$ cat src/rtl/vga_dither_out.sv
// Output stage after the video controller: reduces 8-bit RGB to OUT_BITS per channel
// with 4x4 ordered dithering (optionally rotated per frame), keeping a fixed 2-cycle sync alignment.
module vga_dither_out #(
    parameter int OUT_BITS = 2
) (
    input  logic                clk,
    input  logic                reset,
    input  logic [7:0]          i_r,
    input  logic [7:0]          i_g,
    input  logic [7:0]          i_b,
    input  logic                i_hsync,
    input  logic                i_vsync,
    input  logic                i_hblank,
    input  logic                i_vblank,
    input  logic                i_bypass,
    input  logic                i_temporal,
    output logic [OUT_BITS-1:0] o_r,
    output logic [OUT_BITS-1:0] o_g,
    output logic [OUT_BITS-1:0] o_b,
    output logic                o_hsync,
    output logic                o_vsync,
    output logic                o_hblank,
    output logic                o_vblank,
    output logic [1:0]          o_frame
);

    localparam int DROP = 8 - OUT_BITS;
    // The threshold is 4 bits wide; scale it up or down to span the dropped LSBs.
    localparam int SHL  = (DROP >= 4) ? DROP - 4 : 0;
    localparam int SHR  = (DROP >= 4) ? 0 : 4 - DROP;

    logic [1:0] x;
    logic [1:0] y;
    logic [1:0] frame;
    logic       prev_hblank;
    logic       prev_vblank;
    logic       bypass;
    logic       temporal;

    logic       hblank_rise;
    logic       vblank_rise;
    logic       in_blank;

    assign hblank_rise = i_hblank & ~prev_hblank;
    assign vblank_rise = i_vblank & ~prev_vblank;
    assign in_blank    = i_hblank | i_vblank;

    // Mode bits only change at a frame boundary so a frame is never rendered half-and-half.
    always_ff @(posedge clk or posedge reset) begin
        if (reset) begin
            x           <= '0;
            y           <= '0;
            frame       <= '0;
            prev_hblank <= 1'b0;
            prev_vblank <= 1'b0;
            bypass      <= 1'b0;
            temporal    <= 1'b0;
        end else begin
            prev_hblank <= i_hblank;
            prev_vblank <= i_vblank;

            if (in_blank) x <= '0;
            else          x <= x + 2'd1;

            if (i_vblank)         y <= '0;
            else if (hblank_rise) y <= y + 2'd1;

            if (vblank_rise) begin
                frame    <= frame + 2'd1;
                bypass   <= i_bypass;
                temporal <= i_temporal;
            end
        end
    end

    function automatic logic [3:0] bayer(input logic [1:0] row, input logic [1:0] col);
        logic [3:0] v;
        case ({row, col})
            4'h0: v = 4'd0;   4'h1: v = 4'd8;   4'h2: v = 4'd2;   4'h3: v = 4'd10;
            4'h4: v = 4'd12;  4'h5: v = 4'd4;   4'h6: v = 4'd14;  4'h7: v = 4'd6;
            4'h8: v = 4'd3;   4'h9: v = 4'd11;  4'ha: v = 4'd1;   4'hb: v = 4'd9;
            4'hc: v = 4'd15;  4'hd: v = 4'd7;   4'he: v = 4'd13;  default: v = 4'd5;
        endcase
        return v;
    endfunction

    logic [1:0] xi;
    logic [1:0] yi;
    logic [3:0] t;

    always_comb begin
        xi = x;
        yi = y;
        if (temporal) begin
            xi = x + frame;
            yi = y + frame;
        end
    end

    assign t = bayer(yi, xi);

    logic [7:0] r1;
    logic [7:0] g1;
    logic [7:0] b1;
    logic [3:0] t1;
    logic       hsync1;
    logic       vsync1;
    logic       hblank1;
    logic       vblank1;
    logic       blank1;

    always_ff @(posedge clk or posedge reset) begin
        if (reset) begin
            r1      <= '0;
            g1      <= '0;
            b1      <= '0;
            t1      <= '0;
            hsync1  <= 1'b0;
            vsync1  <= 1'b0;
            hblank1 <= 1'b0;
            vblank1 <= 1'b0;
            blank1  <= 1'b0;
        end else begin
            r1      <= i_r;
            g1      <= i_g;
            b1      <= i_b;
            t1      <= t;
            hsync1  <= i_hsync;
            vsync1  <= i_vsync;
            hblank1 <= i_hblank;
            vblank1 <= i_vblank;
            blank1  <= in_blank;
        end
    end

    logic [8:0] d;
    assign d = (9'(t1) << SHL) >> SHR;

    // Saturate before truncating so bright colours never wrap to black.
    function automatic logic [OUT_BITS-1:0] reduce(input logic [7:0] c, input logic [8:0] off,
                                                   input logic byp);
        logic [8:0] sum;
        logic [8:0] sat;
        sum = {1'b0, c} + off;
        sat = sum[8] ? 9'h0ff : sum;
        return byp ? OUT_BITS'(c >> DROP) : OUT_BITS'(sat >> DROP);
    endfunction

    always_ff @(posedge clk or posedge reset) begin
        if (reset) begin
            o_r      <= '0;
            o_g      <= '0;
            o_b      <= '0;
            o_hsync  <= 1'b0;
            o_vsync  <= 1'b0;
            o_hblank <= 1'b0;
            o_vblank <= 1'b0;
        end else begin
            o_r      <= blank1 ? '0 : reduce(r1, d, bypass);
            o_g      <= blank1 ? '0 : reduce(g1, d, bypass);
            o_b      <= blank1 ? '0 : reduce(b1, d, bypass);
            o_hsync  <= hsync1;
            o_vsync  <= vsync1;
            o_hblank <= hblank1;
            o_vblank <= vblank1;
        end
    end

    assign o_frame = frame;

endmodule

$ cat config.mk
export PLATFORM = sky130hd
export DESIGN_NAME = vga_dither_out
export DESIGN_NICKNAME = d
export VERILOG_FILES = /design/src/rtl/vga_dither_out.sv
export SDC_FILE = /design/constraint.sdc
export NUM_CORES = 1
export LEC_CHECK = 0
export CORE_MARGIN = 1.5
export CORE_UTILIZATION = 50
export DETAILED_ROUTE_END_ITERATION = 16
export MAX_ROUTING_LAYER = met4
export PLACE_DENSITY = 0.84
export SLEW_MARGIN = 30
export SYNTH_ARGS = -nofsm -noshare
export SYNTH_HDL_FRONTEND = slang
export SYNTH_SLANG_ARGS = --single-unit
$ cat constraint.sdc
create_clock -name clk -period 2.6 [get_ports clk]
set_clock_uncertainty 0.15 [all_clocks]
set_input_delay 0.52 -clock clk [delete_from_list [all_inputs] [get_ports clk]]
set_output_delay 0.52 -clock clk [all_outputs]
set_load 0.05 [all_outputs]
==> results by group, run 1 <==
Setup path
  – Worst Setup EP: o_frame[0]
  – Worst reg2reg setup slack: between 0.8 and 0.9 ns
  – Worst R2R End: o_g[0]$_DFF_PP0_
  – Cell family with most CP delay: buffers and inverters
  – FF-to-FF path depth: 4
  – Crit start category: flip-flop
  – WP buf/inv: 1
  – CP Cell Sequence: clkdlybuf4s50_1
  – CP endpoint kind: primary output
  – Critical-path top delay cell: clkdlybuf4s50_1
  – Critical Path Start: o_frame[0]$_DFFE_PP0P_
  – Crit Path Max Fanout: 5
  – Worst r2r src: t1[2]$_DFF_PP0_
  – Critical Setup Path Class: flip-flop to primary output
  – Crit path DAT: approximately 1.7 ns
  – CP required: ~1.9 ns
  – Worst path max stage delay: between 0.8 and 0.9 ns
  – Critical path depth in cells: 1

Drt
  – DR vias: 1003
  – Initial detailed-routing violation count: 33
  – DRC Markers: 0
  – Vias per cell: around 4.9
  – Antenna-violating nets left: 0
  – Pre-antenna DRT Iters: 4
  – WL per Instance: between 10 and 15 um
  – Total routed wirelength: between 2000 and 3000 um

Floorplanning
  – Die W: approximately 61 um
  – Starting Density: around 54%
  – Row count: 20
  – Die height: 60.7 um
  – CORE AREA: about 3100 um2
  – Die footprint: around 3700 um2
  – Io pins: 44

Global routing
  – Remaining Overflow, GRT: 0
  – Number of global-route vias before repair: about 1000
  – Largest net degree at the start of global routing: 46
  – Initial antenna violation count: 0
  – Global-route wire length before repair: about 4500 um
  – GRT Total Usage: between 10% and 20%

STA
  – Period utilization: approximately nine tenths
  – Tmin final: around 2.3 ns
  – Final setup violation count: 0
  – Slew @ Worst Pin: between 0.5 and 0.6 ns
  – Final TNS setup: 0 ns
  – Final Hold Viols: 0
  – RSZ-0062 raised after global routing: no
  – Fin. max-slew vios: 0
  – Slew headroom: 64.1%
  – Max Clk Rate: ~0.43 GHz

Clock tree
  – Skew-Pair Late Insertion Delay: approximately 0.35 ns
  – Reg clk slew, reported paths: 0.13 ns
  – CTS H-tree lvls: 2
  – CTS tree: built
  – TritonCTS Buffers: 5
  – Clock Sinks: 45
  – Worst-case clock buffer depth: 2
  – Setup bufs post-CTS: 0
  – CTS resizes: 0
  – Post-CTS Hold Fix Bufs: 0
  – Clock root buffer: clkbuf_4

Pwr
  – Overall power: 0.00161 W
  – PD cells: approximately 750 nW/um2
  – Psw: 0.000523 W
  – Clk pwr share: between 10% and 20%
  – Pleak: 0.970 nW
  – Pint: 0.00108 W
  – Logic pwr share: between 20 and 30%
  – Sw Share: 32.6%
  – Sequential power share: between 50% and 60%
  – Worst vdd ir: ~440 uV

Cells and area
  – Area grow syn2layout: 29.2%
  – Most frequent cells in the layout: dfrtp_1 (45), clkdlybuf4s50_1 (37), ha_1 (11), inv_1 (6), xnor2_1 (6)
  – Commonest non-fill, non-tap cell in the layout: dfrtp_1
  – Nets: 201
  – Fillers: between 200 and 250
  – Share of layout cells above drive strength 1: under 10%
  – N_diodes: 0

Logic synthesis
  – Synthesized Nets: around 160
  – Primary FF master, synth: dfrtp_1
  – Syn_area_per_cell: roughly 15 um2
  – Post-synthesis cell type count: 26
  – EDFF count, synth: 0
  – Register area share after synthesis: 67.6%
  – Synth Cell Area: between 1500 and 2000 um2
  – Post-Syn Instances: about 110
  – Asr flop ratio synth: between 90% and 100%
  – FF+latch count, synth: 45
  – Warnings from Yosys: 0

Hold path
  – Worst hold path type: flip-flop to flip-flop

Place
  – Final GP Congestion: roughly 0.81
  – Port Buffer Count: 37
  – HPWL after DPL: between 2000 and 2500 um

Outcome
  – Status: finished clean

Run
  – Maxcap violations: 0
power groups by stage:
stage / clock network (W) / logic [W] / registers (W)
floorplan: 0 / 0.000205 / 0.000941
global placement: 0 / 0.000426 / 0.000855
detailed placement: 0 / 0.000443 / 0.000862
CTS: 0.000335 / 0.000445 / 0.000849
global route: 0.000359 / 0.000489 / 0.000859
finish: 0.000319 / 0.000439 / 0.000848
cells by family (layout without fill, tap and decap cells):
logic type,count (synthesis),after routing,share of synthesized area (%)
AOI/OAI and AO/OA,12,12,5.79
adders and majority gates,11,11,8.26
DFF,45,45,67.6
xor gates and xnor gates,11,11,5.78
muxes,7,7,4.58
and+or+nand+nor,20,20,6.16
buffers and inverters,8,53,1.80
state kept, by name, summed over array words and instances, names as in the netlist:
name / cells
b1: 6
blank1: 1
bypass: 1
g1: 6
hblank1: 1
hsync1: 1
o_b: 2
o_frame: 2
o_g: 2
o_hblank: 1
o_hsync: 1
o_r: 2
o_vblank: 1
o_vsync: 1
r1: 6
t1: 4
temporal: 1
vblank1: 1
vsync1: 1
x: 2
y: 2
worst register-to-register path, stage by stage, from the launching register on:
cell and delay [ns]:
dfrtp_1 0.44, ha_1 0.29, o21ai_1 0.07, a221oi_2 0.35
mux2_1 0.37
cell type report:
type                       instances  area, um2  share of cell area, %
clock buffer                       6       41.3                   1.92
clock inverter                     2       15.0                  0.698
inverter                           7       26.3                   1.22
multi-input combinational         61        509                   23.7
sequential                        45       1130                   52.4
tap                               44       55.1                   2.56
timing repair buffer              38        378                   17.6
through the flow:
| step | hold slack, ns | util [%] | cells | worst slack, ns | cell area [um2] |
|---|---|---|---|---|---|
| 6_report | 0.210 | 69.3 | 203 | 0.260 | 2150 |
| 5_1_grt | 0.221 | 69.3 | 203 | 0.203 | 2150 |
| 4_1_cts | 0.215 | 69.3 | 203 | 0.237 | 2150 |
| 3_5_place_dp | 0.185 | 67.5 | 195 | 0.658 | 2090 |
| 3_3_place_gp | 0.183 | 67.5 | 195 | 0.691 | 2090 |
| 2_1_floorplan | 0.181 | - | 114 | 0.871 | 1670 |
synth_stat cells, types with 3 or more instances:
cell	instances	area (um2)
dfrtp_1	45	1130
ha_1	11	138
inv_1	7	26.3
xnor2_1	6	52.6
xor2_1	5	43.8
nor2_1	4	15.0
mux2_2	3	33.8
nand2_1	3	11.3
nand3_1	3	15.0
nor2b_1	3	18.8
nor3_1	3	15.0
per-layer routing:
layer  vias up  wire length, um  global-route usage [%]  part of all wire (%)
li1        473                -                       -                     -
met1       491             1190                    20.6                    43
met2        34             1370                    30.0                    49
met3         5              167                    6.18                   6.0
met4         0               42                    6.52                   1.5
met5         -                0                       -                     0
worst min-delay path by stage:
stage / from / cells after the start / endpoint / slack [ns]
6_report: hsync1$_DFF_PP0_ / 0 / o_hsync$_DFF_PP0_ / 0.21
3_3_place_gp: hsync1$_DFF_PP0_ / 0 / o_hsync$_DFF_PP0_ / 0.18
2_1_floorplan: hsync1$_DFF_PP0_ / 0 / o_hsync$_DFF_PP0_ / 0.18
4_1_cts: hsync1$_DFF_PP0_ / 0 / o_hsync$_DFF_PP0_ / 0.21
5_1_grt: vsync1$_DFF_PP0_ / 0 / o_vsync$_DFF_PP0_ / 0.22
3_5_place_dp: hsync1$_DFF_PP0_ / 0 / o_hsync$_DFF_PP0_ / 0.18
Power figures use the tool's default switching activity.
==> run 2: changes to the inputs <==
clock period = 3 ns   (was 2.6 ns; I/O delays follow)
==> results by group, run 2 (synthesis results as in run 1) <==
STA
  – Fin. max-slew vios: 0 (unchanged)
  – RSZ-0062 raised after global routing: no
  – Final TNS setup: 0 ns (unchanged)
  – Slew headroom: 45.8% (-18 points)
  – Final setup violation count: 0 (unchanged)
  – Tmin final: between 2 and 2.5 ns
  – Max Clk Rate: between 0.4 and 0.5 GHz
  – Period utilization: between 70% and 80%
  – Final Hold Viols: 0 (unchanged)
  – Slew @ Worst Pin: 0.807 ns (+0.269 ns)

Floorplanning
  – Die footprint: 3690 um2 (unchanged)
  – Io pins: 44 (unchanged)
  – Row count: 20 (unchanged)
  – Starting Density: 53.7% (unchanged)
  – Die W: 60.7 um (unchanged)
  – CORE AREA: 3100 um2 (unchanged)
  – Die height: 60.7 um (unchanged)

Global routing
  – Remaining Overflow, GRT: 0 (unchanged)
  – Largest net degree at the start of global routing: 24 (-48%)
  – Initial antenna violation count: 0 (unchanged)
  – Number of global-route vias before repair: 1023 (-0.49%)
  – Global-route wire length before repair: 4480 um (-1.5%)
  – GRT Total Usage: 18.3% (+0.12 points)

Pwr
  – Sw Share: 32.9% (+0.28 points)
  – Pleak: 0.981 nW (+1.2%)
  – Logic pwr share: 27.2% (about the same)
  – Overall power: 0.00140 W (-13%)
  – Psw: 0.000461 W (-12%)
  – PD cells: 648 nW/um2 (-13%)
  – Clk pwr share: 20.3% (+0.4 points)
  – Sequential power share: 52.5% (-0.3 points)
  – Worst vdd ir: 533 uV (+21%)
  – Pint: 0.000942 W (-13%)

Clock tree
  – Clock Sinks: 45 (unchanged)
  – TritonCTS Buffers: 5 (unchanged)
  – Post-CTS Hold Fix Bufs: 0 (unchanged)
  – Setup bufs post-CTS: 0 (unchanged)
  – CTS resizes: 0 (unchanged)
  – CTS H-tree lvls: 2 (unchanged)
  – Reg clk slew, reported paths: 0.14 ns (about the same)
  – CTS tree: built
  – Worst-case clock buffer depth: 2 (unchanged)
  – Clock root buffer: clkbuf_4
  – Skew-Pair Late Insertion Delay: 0.36 ns (about the same)

Outcome
  – Status: finished clean

Setup path
  – CP Cell Sequence: clkdlybuf4s50_1
  – Worst path max stage delay: 0.84 ns (about the same)
  – Crit Path Max Fanout: 5 (unchanged)
  – CP required: 2.25 ns (+0.32 ns)
  – WP buf/inv: 1 (unchanged)
  – Critical-path top delay cell: clkdlybuf4s50_1
  – Cell family with most CP delay: buffers and inverters
  – Crit start category: flip-flop
  – Critical Setup Path Class: flip-flop to primary output
  – Crit path DAT: 1.65 ns (-0.02 ns)
  – CP endpoint kind: primary output

Place
  – HPWL after DPL: 2130 um (+2.5%)
  – Placed insts: 195 (unchanged)
  – Port Buffer Count: 37 (unchanged)
  – Final GP Congestion: 0.760 (-6.2%)

Cells and area
  – Largest regs: b1 x6, g1 x6, r1 x6
  – Core Util, Final: 69.8% (+0.48 points)
  – Multi-input gate area: 509 um2 (unchanged)
  – Fillers: 256 (+2.8%)
  – Non-Filler Instances: 203 (unchanged)
  – Area grow syn2layout: 30.1%
  – Nets: 201 (unchanged)
  – Commonest non-fill, non-tap cell in the layout: dfrtp_1
  – Register area: 1130 um2 (unchanged)
  – N_diodes: 0 (unchanged)
  – Most frequent cells in the layout: dfrtp_1 (45), clkdlybuf4s50_1 (37), ha_1 (11), inv_1 (6), xnor2_1 (6)
  – Share of layout cells above drive strength 1: 9.43% (+0.63 points)

Drt
  – Antenna-violating nets left: 0 (unchanged)
  – Pre-antenna DRT Iters: 4 (unchanged)
  – Vias per cell: 4.97 (+0.60%)
  – Initial detailed-routing violation count: 41 (+24%)
  – Total routed wirelength: 2800 um (+1.0%)
  – DR vias: 1009 (+0.60%)
  – DRC Markers: 0 (unchanged)
  – WL per Instance: 13.8 um (+1.0%)

Hold path
  – Worst hold path type: flip-flop to flip-flop

Run
  – Maxcap violations: 0 (unchanged)
[run 2: cell types whose count changed in the layout (fill, tap and decap cells not counted), sizes merged]
cell | previous run | this run
inv | 6 | 7
clkbuf | 6 | 5
clkinv | 1 | 2
clkinvlp | 2 | 1
[run 2: power groups by stage]
stage	sequential [W]	clock, W	combinational, W
after floorplan	0.000816	0	0.000178
after global placement	0.000741	0	0.000371
after detailed placement	0.000749	0	0.000386
after CTS	0.000738	0.000297	0.000390
after global routing	0.000744	0.000333	0.000420
final	0.000737	0.000285	0.000382
[run 2: stage by stage]
| stage | area, um2 | worst slack (ns) | hold WS (ns) |
|---|---|---|---|
| 6_report | 2170 | 0.601 | 0.219 |
| 5_1_grt | 2170 | 0.518 | 0.225 |
| 4_1_cts | 2170 | 0.581 | 0.218 |
| 3_5_place_dp | 2110 | 0.983 | 0.187 |
| 3_3_place_gp | 2110 | 1.01 | 0.183 |
| 2_1_floorplan | 1670 | 1.19 | 0.181 |
[run 2: area by class of cell]
| class | instances | area share [%] |
|---|---|---|
| Sequential cell | 45 | 52.0 |
| Multi-Input combinational cell | 61 | 23.5 |
| Timing Repair Buffer | 38 | 18.0 |
| Tap cell | 44 | 2.54 |
| Clock buffer | 5 | 1.73 |
| Inverter | 7 | 1.21 |
| Clock inverter | 3 | 0.982 |
[run 2: final timing paths]
kind	endpoint	slack [ns]	cells after the start	from
max	o_frame[0]	0.60	1	o_frame[0]$_DFFE_PP0P_
min	o_vsync$_DFF_PP0_	0.22	0	vsync1$_DFF_PP0_
max reg2reg	o_b[0]$_DFF_PP0_	1.27	4	t1[3]$_DFF_PP0_
min reg2reg	o_vsync$_DFF_PP0_	0.22	0	vsync1$_DFF_PP0_
max in group asynchronous	r1[4]$_DFF_PP0_	1.73	3	reset
min in group asynchronous	vsync1$_DFF_PP0_	0.43	2	reset
[run 2: per-layer routing]
metal	vias to the layer above	share of wire, %	GRT usage, %
met5	-	0	-
met4	0	1.2	5.59
met3	6	6.6	7.89
met2	34	51	29.5
met1	498	41	20.7
li1	471	-	-
==> run 3: changes to the inputs <==
CORE_UTILIZATION = 47   (was 50)
PLACE_DENSITY = 0.8   (was 0.84)
clock period = 2.5 ns   (was 3 ns; I/O delays follow)
==> results by group, run 3 (synthesis results as in run 1) <==
Global routing
  – GRT Total Usage: 17.6% (-0.71 points)
  – Initial antenna violation count: 0 (unchanged)
  – Largest net degree at the start of global routing: 24 (unchanged)
  – Number of global-route vias before repair: 1086 (+6.2%)
  – Global-route wire length before repair: 5030 um (+12%)
  – Remaining Overflow, GRT: 0 (unchanged)

STA
  – Slew @ Worst Pin: 0.517 ns (-0.291 ns)
  – Tmin final: 2.33 ns
  – Final Hold Viols: 0 (unchanged)
  – Final TNS setup: 0 ns (unchanged)
  – Final Worst Setup Slack: 0.168 ns (-0.432 ns)
  – Max Clk Rate: approximately 0.43 GHz
  – Slew headroom: 65.5% (+20 points)
  – RSZ-0062 raised after global routing: no
  – Final setup violation count: 0 (unchanged)
  – Fin. max-slew vios: 0 (unchanged)
  – Period utilization: between 90 and 100%

Floorplanning
  – Io pins: 44 (unchanged)
  – CORE AREA: 3360 um2 (+8.4%)
  – Die W: 62.5 um (+3.0%)
  – Die footprint: 3910 um2 (+6.1%)
  – Row count: 21 (+5.0%)
  – Starting Density: 49.5% (-4.2 points)
  – Die height: 62.5 um (+3.0%)

Cells and area
  – Post-route cell area: 2190 um2 (+1.1%)
  – N_diodes: 0 (unchanged)
  – Multi-input gate area: 509 um2 (unchanged)
  – Share of layout cells above drive strength 1: 9.43% (unchanged)
  – Fillers: 260 (+1.6%)
  – Nets: 201 (unchanged)
  – Register area: 1130 um2 (unchanged)
  – Area grow syn2layout: 31.5%
  – Largest regs: b1 x6, g1 x6, r1 x6
  – Commonest non-fill, non-tap cell in the layout: dfrtp_1
  – Most frequent cells in the layout: dfrtp_1 (45), clkdlybuf4s50_1 (37), ha_1 (11), inv_1 (6), xnor2_1 (6)

Setup path
  – CP endpoint kind: primary output
  – Crit start category: flip-flop
  – WP buf/inv: 1 (unchanged)
  – Crit Path Max Fanout: 5 (unchanged)
  – Critical-path top delay cell: clkdlybuf4s50_1
  – Critical path depth in cells: 1 (unchanged)
  – FF-to-FF path depth: 4 (unchanged)
  – Critical Setup Path Class: flip-flop to primary output
  – Cell family with most CP delay: buffers and inverters
  – Crit path DAT: 1.68 ns (+0.03 ns)
  – CP required: 1.85 ns (-0.40 ns)
  – CP Cell Sequence: clkdlybuf4s50_1
  – Worst path max stage delay: 0.84 ns (about the same)

Clock tree
  – TritonCTS Buffers: 5 (unchanged)
  – Clock Sinks: 45 (unchanged)
  – CTS H-tree lvls: 2 (unchanged)
  – CTS resizes: 0 (unchanged)
  – Setup bufs post-CTS: 0 (unchanged)
  – CTS tree: built
  – Reg clk slew, reported paths: 0.14 ns (about the same)
  – Worst-case clock buffer depth: 2 (unchanged)
  – Post-CTS Hold Fix Bufs: 0 (unchanged)
  – Skew-Pair Late Insertion Delay: 0.37 ns (about the same)
  – Clock root buffer: clkbuf_4

Hold path
  – Worst hold path type: flip-flop to flip-flop
  – Worst hold stages: 0 (unchanged)

Pwr
  – Worst vdd ir: 500 uV (-6.3%)
  – PD cells: 819 nW/um2 (+26%)
  – Pleak: 0.995 nW (+1.4%)

Place
  – Port Buffer Count: 37 (unchanged)
  – Area post-placement: 2110 um2 (+0.12%)
  – Final GP Congestion: 0.779 (+2.6%)
  – Pre-CTS setup slack: 0.583 ns (-0.400 ns)
  – HPWL after DPL: 2150 um (+0.94%)

Drt
  – Routed wl met3: 164 um (-11%)
  – Antenna-violating nets left: 0 (unchanged)
  – Pre-antenna DRT Iters: 3 (-1)
  – Met1 wire length: 1260 um (+10%)
  – Total routed wirelength: 2920 um (+4.4%)
  – Initial detailed-routing violation count: 25 (-39%)
  – Max Used Layer: met4
  – DR vias: 1003 (-0.59%)
  – WL per Instance: 14.2 um (+3.4%)
  – Metal2 WL: 1440 um (+0.49%)
  – DRC Markers: 0 (unchanged)
  – Vias per cell: 4.89 (-1.6%)

Run
  – Maxcap violations: 0 (unchanged)

Outcome
  – Status: finished clean
[run 3: final timing paths]
path | startpoint | to | slack [ns]
worst max-delay path | o_frame[0]$_DFFE_PP0P_ | o_frame[0] | 0.17
worst min-delay path | hsync1$_DFF_PP0_ | o_hsync$_DFF_PP0_ | 0.22
worst max register to register | t1[3]$_DFF_PP0_ | o_g[0]$_DFF_PP0_ | 0.72
worst min register to register | hsync1$_DFF_PP0_ | o_hsync$_DFF_PP0_ | 0.22
max in group asynchronous | reset | r1[5]$_DFF_PP0_ | 1.37
min in group asynchronous | reset | hsync1$_DFF_PP0_ | 0.32
[run 3: layout make-up]
class	count	area share, %
Sequential cell	45	51.4
Multi-Input combinational cell	61	23.3
Timing Repair Buffer	38	17.8
Tap cell	46	2.63
Clock buffer	6	1.89
Clock inverter	2	1.77
Inverter	7	1.20
[run 3: per-layer routing]
| layer | vias up | global-route usage [%] |
|---|---|---|
| met3 | 7 | 5.95 |
| li1 | 474 | - |
| met2 | 33 | 26.3 |
| met1 | 489 | 21.3 |
| met5 | - | - |
| met4 | 0 | 8.89 |
[run 3: report_power, final]
part | switching, W | internal, W | total (W)
registers | 0.0000749 | 0.000808 | 0.000883
clock network | 0.000236 | 0.000213 | 0.000449
logic | 0.000251 | 0.000211 | 0.000462
[run 3: stage by stage]
step / instances / utilization [%] / hold WS [ns] / total power [W]
6_report: 205 / 65.1 / 0.218 / 0.00179
2_1_floorplan: 114 / - / 0.181 / 0.00119
3_5_place_dp: 197 / 62.7 / 0.189 / 0.00136
3_3_place_gp: 197 / 62.7 / 0.185 / 0.00134
5_1_grt: 205 / 65.1 / 0.236 / 0.00189
4_1_cts: 205 / 65.1 / 0.220 / 0.00182
